## src/rtl/chaos_key_gen_pkg.sv

```systemverilog
// Purpose : shared types and constants for the chaotic AES key generator.
// Latency : n/a (package only).
// Backpressure: n/a (package only).
//
// Contents: FSM state enum, default map parameter r (Q2.30), the substitute
// value for a zero seed/iterate, whitening LFSR polynomial/seed, and the
// number of bytes harvested per key.
package chaos_key_pkg;

    typedef enum logic [1:0] {
        ST_IDLE = 2'd0,
        ST_LOAD = 2'd1,
        ST_MUL1 = 2'd2,
        ST_MUL2 = 2'd3
    } state_t;

    // r = 3.99 in unsigned Q2.30
    localparam logic [31:0] R_Q230_DEFAULT = 32'hFF5C28F6;

    // Replaces x whenever it would be 0, since 0 is a fixed point of the map
    localparam logic [31:0] ZERO_SEED_SUB  = 32'h6A09E667;

    localparam logic [15:0] LFSR_POLY      = 16'hB400;
    localparam logic [15:0] LFSR_SEED      = 16'hACE1;

    localparam int          KEY_BYTES      = 16;

    // One step of a right-shifting Galois LFSR
    function automatic logic [15:0] lfsr16_next(input logic [15:0] s);
        return {1'b0, s[15:1]} ^ (s[0] ? LFSR_POLY : 16'h0000);
    endfunction

endpackage

```

## src/rtl/chaos_key_gen_if.sv

```systemverilog
// Purpose : request/key bundle between a key consumer (master) and chaos_key_gen (slave).
// Latency : n/a (wires only).
// Backpressure: none; requests are single-cycle pulses, the key is level-held.
//
// Signals: iSTART/iNEXT request pulses, iSEED 32-bit Q0.32 seed,
//          oKEY 128-bit key, oKEY_UPDATE pulse, oKEY_VALID sticky flag, oBUSY.
interface chaos_key_gen_if;

    logic         iSTART;
    logic         iNEXT;
    logic [31:0]  iSEED;
    logic [127:0] oKEY;
    logic         oKEY_UPDATE;
    logic         oKEY_VALID;
    logic         oBUSY;

    modport master (
        output iSTART,
        output iNEXT,
        output iSEED,
        input  oKEY,
        input  oKEY_UPDATE,
        input  oKEY_VALID,
        input  oBUSY
    );

    modport slave (
        input  iSTART,
        input  iNEXT,
        input  iSEED,
        output oKEY,
        output oKEY_UPDATE,
        output oKEY_VALID,
        output oBUSY
    );

endinterface

```

## src/rtl/chaos_key_gen_lfsr16.sv

```systemverilog
// Purpose : 16-bit Galois LFSR used to whiten harvested key bytes.
// Latency : next_o is combinational from the current state; state advances on step_i.
// Backpressure: none; load_i has priority over step_i.
//
// Ports: clk_i, rst_i (sync, active-high), load_i (reload seed),
//        step_i (advance one step), next_o (value the LFSR steps to).
module chaos_lfsr16
    import chaos_key_pkg::*;
(
    input  logic        clk_i,
    input  logic        rst_i,
    input  logic        load_i,
    input  logic        step_i,
    output logic [15:0] next_o
);

    logic [15:0] lfsr_q;
    logic [15:0] lfsr_d;

    assign next_o = lfsr16_next(lfsr_q);

    always_comb begin
        lfsr_d = lfsr_q;
        if (load_i) begin
            lfsr_d = LFSR_SEED;
        end else if (step_i) begin
            lfsr_d = next_o;
        end
    end

    always_ff @(posedge clk_i) begin
        if (rst_i) begin
            lfsr_q <= LFSR_SEED;
        end else begin
            lfsr_q <= lfsr_d;
        end
    end

endmodule

```

## src/rtl/chaos_key_gen.sv

```systemverilog
// Purpose : builds a 128-bit AES key by iterating a Q0.32 logistic map and harvesting x[23:16].
// Latency : iSTART -> key 1+2*(WARMUP+16) cycles (161 default); iNEXT -> key 32 cycles.
// Backpressure: none; iNEXT while busy is dropped, iSTART while busy restarts from LOAD.
//
// Ports: iCLK, iRST (sync, active-high), bus (chaos_key_gen_if.slave).
// Parameters: WARMUP (discarded iterations after iSTART), R_Q230 (map parameter r).
// Build option: define CHAOS_KEY_WHITEN_EN to XOR each harvested byte with a 16-bit LFSR.
module chaos_key_gen
    import chaos_key_pkg::*;
#(
    parameter int unsigned WARMUP = 64,
    parameter logic [31:0] R_Q230 = R_Q230_DEFAULT
)
(
    input  logic            iCLK,
    input  logic            iRST,
    chaos_key_gen_if.slave  bus
);

    localparam int WW = (WARMUP > 0) ? $clog2(WARMUP + 1) : 1;

    state_t         state_q, state_d;
    logic [31:0]    x_q, x_d;
    logic [31:0]    p_q, p_d;
    logic [WW-1:0]  warm_q, warm_d;
    logic [3:0]     harv_q, harv_d;
    logic [119:0]   s_q, s_d;
    logic [127:0]   key_q, key_d;
    logic           upd_q, upd_d;
    logic           valid_q, valid_d;
    logic           busy_q, busy_d;

    // Datapath: MUL1 forms x*(1-x) using ~x as 1-x-2^-32, MUL2 scales by r.
    logic [31:0]    x_inv;
    logic [63:0]    prod1;
    logic [63:0]    prod2;
    logic [31:0]    xn;
    logic [31:0]    xn_g;
    logic [7:0]     harv_byte;
    logic           unused_bits;

    assign x_inv = ~x_q;
    assign prod1 = {32'h0, x_q} * {32'h0, x_inv};
    assign prod2 = {32'h0, R_Q230} * {32'h0, p_q};
    // p <= 0.25 and r < 4, so the Q2.30 * Q0.32 product never reaches bit 62
    assign xn    = prod2[61:30];
    assign xn_g  = (xn == 32'h0) ? ZERO_SEED_SUB : xn;

    assign unused_bits = ^{prod1[31:0], prod2[63:62], prod2[29:0]};

`ifdef CHAOS_KEY_WHITEN_EN
    logic        lfsr_load;
    logic        lfsr_step;
    logic [15:0] lfsr_next;

    chaos_lfsr16 u_lfsr (
        .clk_i  (iCLK),
        .rst_i  (iRST),
        .load_i (lfsr_load),
        .step_i (lfsr_step),
        .next_o (lfsr_next)
    );

    assign harv_byte = xn_g[23:16] ^ lfsr_next[7:0];
`else
    assign harv_byte = xn_g[23:16];
`endif

    always_comb begin
        state_d = state_q;
        x_d     = x_q;
        p_d     = p_q;
        warm_d  = warm_q;
        harv_d  = harv_q;
        s_d     = s_q;
        key_d   = key_q;
        upd_d   = 1'b0;
        valid_d = valid_q;
`ifdef CHAOS_KEY_WHITEN_EN
        lfsr_load = 1'b0;
        lfsr_step = 1'b0;
`endif

        if ((state_q != ST_IDLE) && bus.iSTART) begin
            // Abort: the partial key is abandoned, the published key is untouched.
            state_d = ST_LOAD;
        end else begin
            case (state_q)
                ST_IDLE: begin
                    if (bus.iSTART) begin
                        state_d = ST_LOAD;
                    end else if (bus.iNEXT) begin
                        // Continue the orbit from the current x, no warm-up.
                        state_d = ST_MUL1;
                        warm_d  = '0;
                        harv_d  = 4'd0;
                    end
                end
                ST_LOAD: begin
                    x_d     = (bus.iSEED == 32'h0) ? ZERO_SEED_SUB : bus.iSEED;
                    warm_d  = WW'(WARMUP);
                    harv_d  = 4'd0;
                    state_d = ST_MUL1;
`ifdef CHAOS_KEY_WHITEN_EN
                    lfsr_load = 1'b1;
`endif
                end
                ST_MUL1: begin
                    p_d     = prod1[63:32];
                    state_d = ST_MUL2;
                end
                ST_MUL2: begin
                    x_d = xn_g;
                    if (warm_q != '0) begin
                        warm_d  = warm_q - WW'(1);
                        state_d = ST_MUL1;
                    end else begin
                        s_d = {s_q[111:0], harv_byte};
`ifdef CHAOS_KEY_WHITEN_EN
                        lfsr_step = 1'b1;
`endif
                        if (harv_q == 4'(KEY_BYTES - 1)) begin
                            // Whole key lands in one edge so the consumer never sees a mix.
                            key_d   = {s_q, harv_byte};
                            upd_d   = 1'b1;
                            valid_d = 1'b1;
                            state_d = ST_IDLE;
                        end else begin
                            harv_d  = harv_q + 4'd1;
                            state_d = ST_MUL1;
                        end
                    end
                end
                default: begin
                    state_d = ST_IDLE;
                end
            endcase
        end

        busy_d = (state_d != ST_IDLE);
    end

    always_ff @(posedge iCLK) begin
        if (iRST) begin
            state_q <= ST_IDLE;
            x_q     <= 32'h0;
            p_q     <= 32'h0;
            warm_q  <= '0;
            harv_q  <= 4'd0;
            s_q     <= 120'h0;
            key_q   <= 128'h0;
            upd_q   <= 1'b0;
            valid_q <= 1'b0;
            busy_q  <= 1'b0;
        end else begin
            state_q <= state_d;
            x_q     <= x_d;
            p_q     <= p_d;
            warm_q  <= warm_d;
            harv_q  <= harv_d;
            s_q     <= s_d;
            key_q   <= key_d;
            upd_q   <= upd_d;
            valid_q <= valid_d;
            busy_q  <= busy_d;
        end
    end

    assign bus.oKEY        = key_q;
    assign bus.oKEY_UPDATE = upd_q;
    assign bus.oKEY_VALID  = valid_q;
    assign bus.oBUSY       = busy_q;

endmodule

```

## src/flat_wrapper.sv

```systemverilog
// flat-port wrapper written by rule: the top's interface ports become plain ports
module chaos_key_gen_flat import chaos_key_pkg::*;
#(
    parameter int unsigned WARMUP = 64,
    parameter logic [31:0] R_Q230 = R_Q230_DEFAULT
)
  (iCLK, iRST, bus_iSTART, bus_iNEXT, bus_iSEED, bus_oKEY, bus_oKEY_UPDATE, bus_oKEY_VALID, bus_oBUSY);
  chaos_key_gen_if bus_i ();
  input  logic iCLK;
  input  logic iRST;
  input wire logic [$bits(bus_i.iSTART)-1:0] bus_iSTART;
  input wire logic [$bits(bus_i.iNEXT)-1:0] bus_iNEXT;
  input wire logic [$bits(bus_i.iSEED)-1:0] bus_iSEED;
  output wire logic [$bits(bus_i.oKEY)-1:0] bus_oKEY;
  output wire logic [$bits(bus_i.oKEY_UPDATE)-1:0] bus_oKEY_UPDATE;
  output wire logic [$bits(bus_i.oKEY_VALID)-1:0] bus_oKEY_VALID;
  output wire logic [$bits(bus_i.oBUSY)-1:0] bus_oBUSY;
  assign bus_i.iSTART = bus_iSTART;
  assign bus_i.iNEXT = bus_iNEXT;
  assign bus_i.iSEED = bus_iSEED;
  assign bus_oKEY = bus_i.oKEY;
  assign bus_oKEY_UPDATE = bus_i.oKEY_UPDATE;
  assign bus_oKEY_VALID = bus_i.oKEY_VALID;
  assign bus_oBUSY = bus_i.oBUSY;
  chaos_key_gen #(.WARMUP(WARMUP), .R_Q230(R_Q230)) u_core (.iCLK(iCLK), .iRST(iRST), .bus(bus_i));
endmodule
```

## config.mk

```make
export PLATFORM = sky130hd
export DESIGN_NAME = chaos_key_gen_flat
export DESIGN_NICKNAME = d
export VERILOG_FILES = /design/src/rtl/chaos_key_gen_pkg.sv /design/src/rtl/chaos_key_gen_if.sv /design/src/rtl/chaos_key_gen_lfsr16.sv /design/src/rtl/chaos_key_gen.sv /design/src/flat_wrapper.sv
export SDC_FILE = /design/constraint.sdc
export NUM_CORES = 2
export LEC_CHECK = 0
export BUFFER_PORTS_ARGS = -buffer_cell sky130_fd_sc_hd__buf_4
export CAP_MARGIN = 20
export CORE_MARGIN = 2
export CORE_UTILIZATION = 28
export CTS_BUF_LIST = sky130_fd_sc_hd__clkbuf_4
export DETAILED_ROUTE_END_ITERATION = 7
export PLACE_DENSITY = 0.51
export SKIP_LAST_GASP = 1
export SYNTH_ARGS = -nofsm -noshare
export SYNTH_HDL_FRONTEND = slang
export SYNTH_SLANG_ARGS = --single-unit
```

## constraint.sdc

```tcl
create_clock -name iCLK -period 12 [get_ports iCLK]
set_clock_uncertainty 0.05 [all_clocks]
set_input_delay 2.4 -clock iCLK [delete_from_list [all_inputs] [get_ports iCLK]]
set_output_delay 2.4 -clock iCLK [all_outputs]
set_load 0.05 [all_outputs]
```

==> run_results.csv <==
group,metric,value,unit
synth,synth_enable_flop_cells,0,
global_route,grt_pass1_vias,50211,
synth,postSynthRegisterBits,328,
synth,ys_dominant_reg_cell,"sky130_fd_sc_hd__dfxtp_1",
global_route,pin_count_of_the_biggest_net_entering_global_routing,213,
run,max_cap_viols,0,
clocking,cts.repair_timing.setup_buffer_count,0,
worst_setup_path,critical_path.top_delay_family,"adder cells",
global_route,grt_pass1_wl,317000,um
worst_setup_path,critical-path-max-stage-delay,0.90,ns
drt,dr_total_vias,46276,
min_path,hold_class,"flop to flop",
synth,syn_area,60700,um2
cells_and_area,area_delta_synth_final,9.34,%
synth,synth-async-reset-ratio,0,%
clocking,tritoncts.num_buffers,93,
cells_and_area,finish.net_count,8864,
synth,synth_top_area_share,43.1,%
drt,wl_met1,88700,um
floorplanning,die-height,470,um
timing,final_worst_setup_slack,1.72,ns
worst_setup_path,crit_path_frequent_cell,"sky130_fd_sc_hd__fa_1",
synth,netlist.top_cell.by_area,"sky130_fd_sc_hd__fa_1",
clocking,clock_path_buffers,3,
synth,postSynthCellCount,6803,
cells_and_area,post_route_cells_drive_above_1_share,6.76,%
synth,ys_warn_count,0,
worst_setup_path,worst_r2r_startpoint,"u_core.x_q[30]$_SDFFE_PP0P_",
synth,netlist-cell-type-count,80,
cells_and_area,fillCellCount,22797,
drt,avgViaCountPerCell,4.75,
drt,drc,0,
floorplanning,core_region_area,215000,um2
cells_and_area,multiInputGateArea,47300,um2
place,hpwl,164000,um
drt,top_layer,"met4",
timing,rsz0062_at_grt,"no",
clocking,tritoncts,"yes",
clocking,htreeDepth,3,
cells_and_area,area.sequential,6570,um2
synth,synth-seq-area-share,10.8,%
worst_setup_path,crit_fanout,21,
floorplanning,floorplan.initialDensity,28.2,%
synth,ys_top_cells_by_area,"sky130_fd_sc_hd__fa_1 (43%), sky130_fd_sc_hd__ha_1 (14%), sky130_fd_sc_hd__dfxtp_1 (11%)",
worst_setup_path,critical-path-slowest-cell,"sky130_fd_sc_hd__clkinv_1",
drt,route.antenna.remaining_nets,0,
drt,routed-wl-met3,13100,um
timing,hold_viol_final,0,
synth,synth.top_cells.by_count,"sky130_fd_sc_hd__inv_1 (1479), sky130_fd_sc_hd__fa_1 (1306), sky130_fd_sc_hd__nand2_1 (1286), sky130_fd_sc_hd__ha_1 (680), sky130_fd_sc_hd__a21oi_1 (408)",
timing,worst_slew_margin_rel,22.9,%
place,detailedPlace.worstSlack,2.02,ns
min_path,hp-start,"u_core.s_q[104]$_SDFFE_PP0P_",
timing,final_max_slew_viol_count,0,
floorplanning,core.rowCount,170,
worst_setup_path,worst_ep_required_time,12.74,ns
timing,min_period,10.28,ns
worst_setup_path,timing_worst_setup_path_type,"flop to flop",
timing,worst-slew-pin-transition,1.16,ns
worst_setup_path,critical_path_arrival,11.01,ns
worst_setup_path,reg2reg_slack,1.72,ns
timing,setup_viol,0,
timing,achievable-frequency,0.0973,GHz
timing,final_period_utilization,85.6,%
clocking,clk_latency,0.97,ns
drt,wl_per_cell,21.1,um
clocking,cts.reportedPaths.clkPinSlew,0.07,ns
floorplanning,chipWidth,470,um
place,gpl.final_weighted_congestion,0.945,
drt,wl_met2,97200,um
synth,postSynthNetCount,8825,
status,outcome,"finished clean",
worst_setup_path,crit_start,"u_core.x_q[30]$_SDFFE_PP0P_",
global_route,antenna_found_initial,3,
clocking,ctsHoldBuffers,0,
worst_setup_path,critical_path.startpoint_type,"flop",
clocking,clock_sinks,328,
worst_setup_path,cp_num_buf_inv,7,
global_route,track_usage,18.9,%
drt,route.final.wire_length,206000,um
drt,drt-initial-drc-count,3140,
floorplanning,floorplan.die_area,221000,um2
place,port_buffers,166,
synth,avgSynthCellArea,8.92,um2
clocking,clock_root_buffer,"sky130_fd_sc_hd__clkbuf_4",
drt,dr.pass1.iters,6,
worst_setup_path,critPathCaptureType,"flop",
synth,synth.most_common_cell,"sky130_fd_sc_hd__inv_1",
floorplanning,io_pins,167,
timing,setup-tns-final,0,ns
global_route,overflow,0,
clocking,post_cts_resized,0,
## final timing paths
check,to,cells after the start
worst min-delay path,u_core.bus.oKEY[112]$_SDFFE_PP0P_,2
worst max-delay path,u_core.p_q[30]$_SDFFE_PP0P_,29
worst max register to register,u_core.p_q[30]$_SDFFE_PP0P_,29
worst min register to register,u_core.bus.oKEY[112]$_SDFFE_PP0P_,2
## kinds of logic after synthesis
kind of cell               Yosys count  synth area share (%)
adders and majority gates         1986                  57.1
and+or+nand+nor                   1867                  12.5
buffers and inverters             1828                  11.4
AOI/OAI and AO/OA                  722                  7.18
DFF                                328                  10.8
xor gates and xnor gates            68                 0.981
muxes                                4                0.0763
## sequential cells by signal, summed over array words and instances (netlist names)
| register | flops |
|---|---|
| u_core.x_q | 32 |
| u_core.state_q | 2 |
| u_core.warm_q | 7 |
| u_core.bus.oKEY | 128 |
| u_core.bus.oKEY_VALID | 1 |
| u_core.p_q | 32 |
| u_core.bus.oKEY_UPDATE | 1 |
| u_core.harv_q | 4 |
| u_core.bus.oBUSY | 1 |
| u_core.s_q | 120 |
## layout make-up
| class | instances | share of cell area, % |
|---|---|---|
| diodes | 3 | 0.0113 |
| clock buffers | 136 | 1.54 |
| clock inverters | 25 | 0.226 |
| inverters | 1499 | 8.48 |
| multi-input cells | 4647 | 71.2 |
| flip-flops and latches | 328 | 9.90 |
| well taps | 2838 | 5.35 |
| repair buffers | 273 | 3.25 |
## per-stage QoR
| step | utilization, % | hold slack [ns] | cell area (um2) | cells |
|---|---|---|---|---|
| floorplan | - | 0.382 | 60700 | 6803 |
| global placement | 30.3 | 0.392 | 65100 | 9583 |
| detailed placement | 30.3 | 0.398 | 65200 | 9585 |
| CTS | 30.9 | 0.345 | 66400 | 9746 |
| global route | 30.9 | 0.385 | 66400 | 9748 |
| finish | 30.9 | 0.361 | 66400 | 9749 |
## layer usage
| layer | track usage (%) | vias to the layer above |
|---|---|---|
| met5 | 0 | - |
| met4 | 5.18 | 0 |
| met3 | 3.23 | 308 |
| met2 | 31.4 | 1429 |
| met1 | 25.1 | 23863 |
| li1 | - | 20676 |
## worst min-delay path: stages, from the launching register on
cell and delay, ns:
sky130_fd_sc_hd__dfxtp_1 0.32, sky130_fd_sc_hd__nand2_1 0.06, sky130_fd_sc_hd__a21oi_1 0.05
## layout by cell type (no fill, tap or decap), types with 20 or more instances in the layout
master	n
sky130_fd_sc_hd__a211oi_1	25
sky130_fd_sc_hd__a21o_1	65
sky130_fd_sc_hd__a21oi_1	408
sky130_fd_sc_hd__buf_4	265
sky130_fd_sc_hd__clkbuf_4	136
sky130_fd_sc_hd__clkinv_1	33
sky130_fd_sc_hd__dfxtp_1	323
sky130_fd_sc_hd__fa_1	1306
sky130_fd_sc_hd__ha_1	680
sky130_fd_sc_hd__inv_1	1479
sky130_fd_sc_hd__nand2_1	1285
sky130_fd_sc_hd__nand3_1	31
sky130_fd_sc_hd__nand4_1	41
sky130_fd_sc_hd__nor2_1	358
sky130_fd_sc_hd__nor2b_1	24
sky130_fd_sc_hd__o21ai_0	61
sky130_fd_sc_hd__o21bai_1	20
sky130_fd_sc_hd__xnor2_1	38
sky130_fd_sc_hd__xor2_1	29
Power is left out: the tool's default activity adds up to more than one toggle a clock period on the data nets, which glitch-free logic cannot reach.
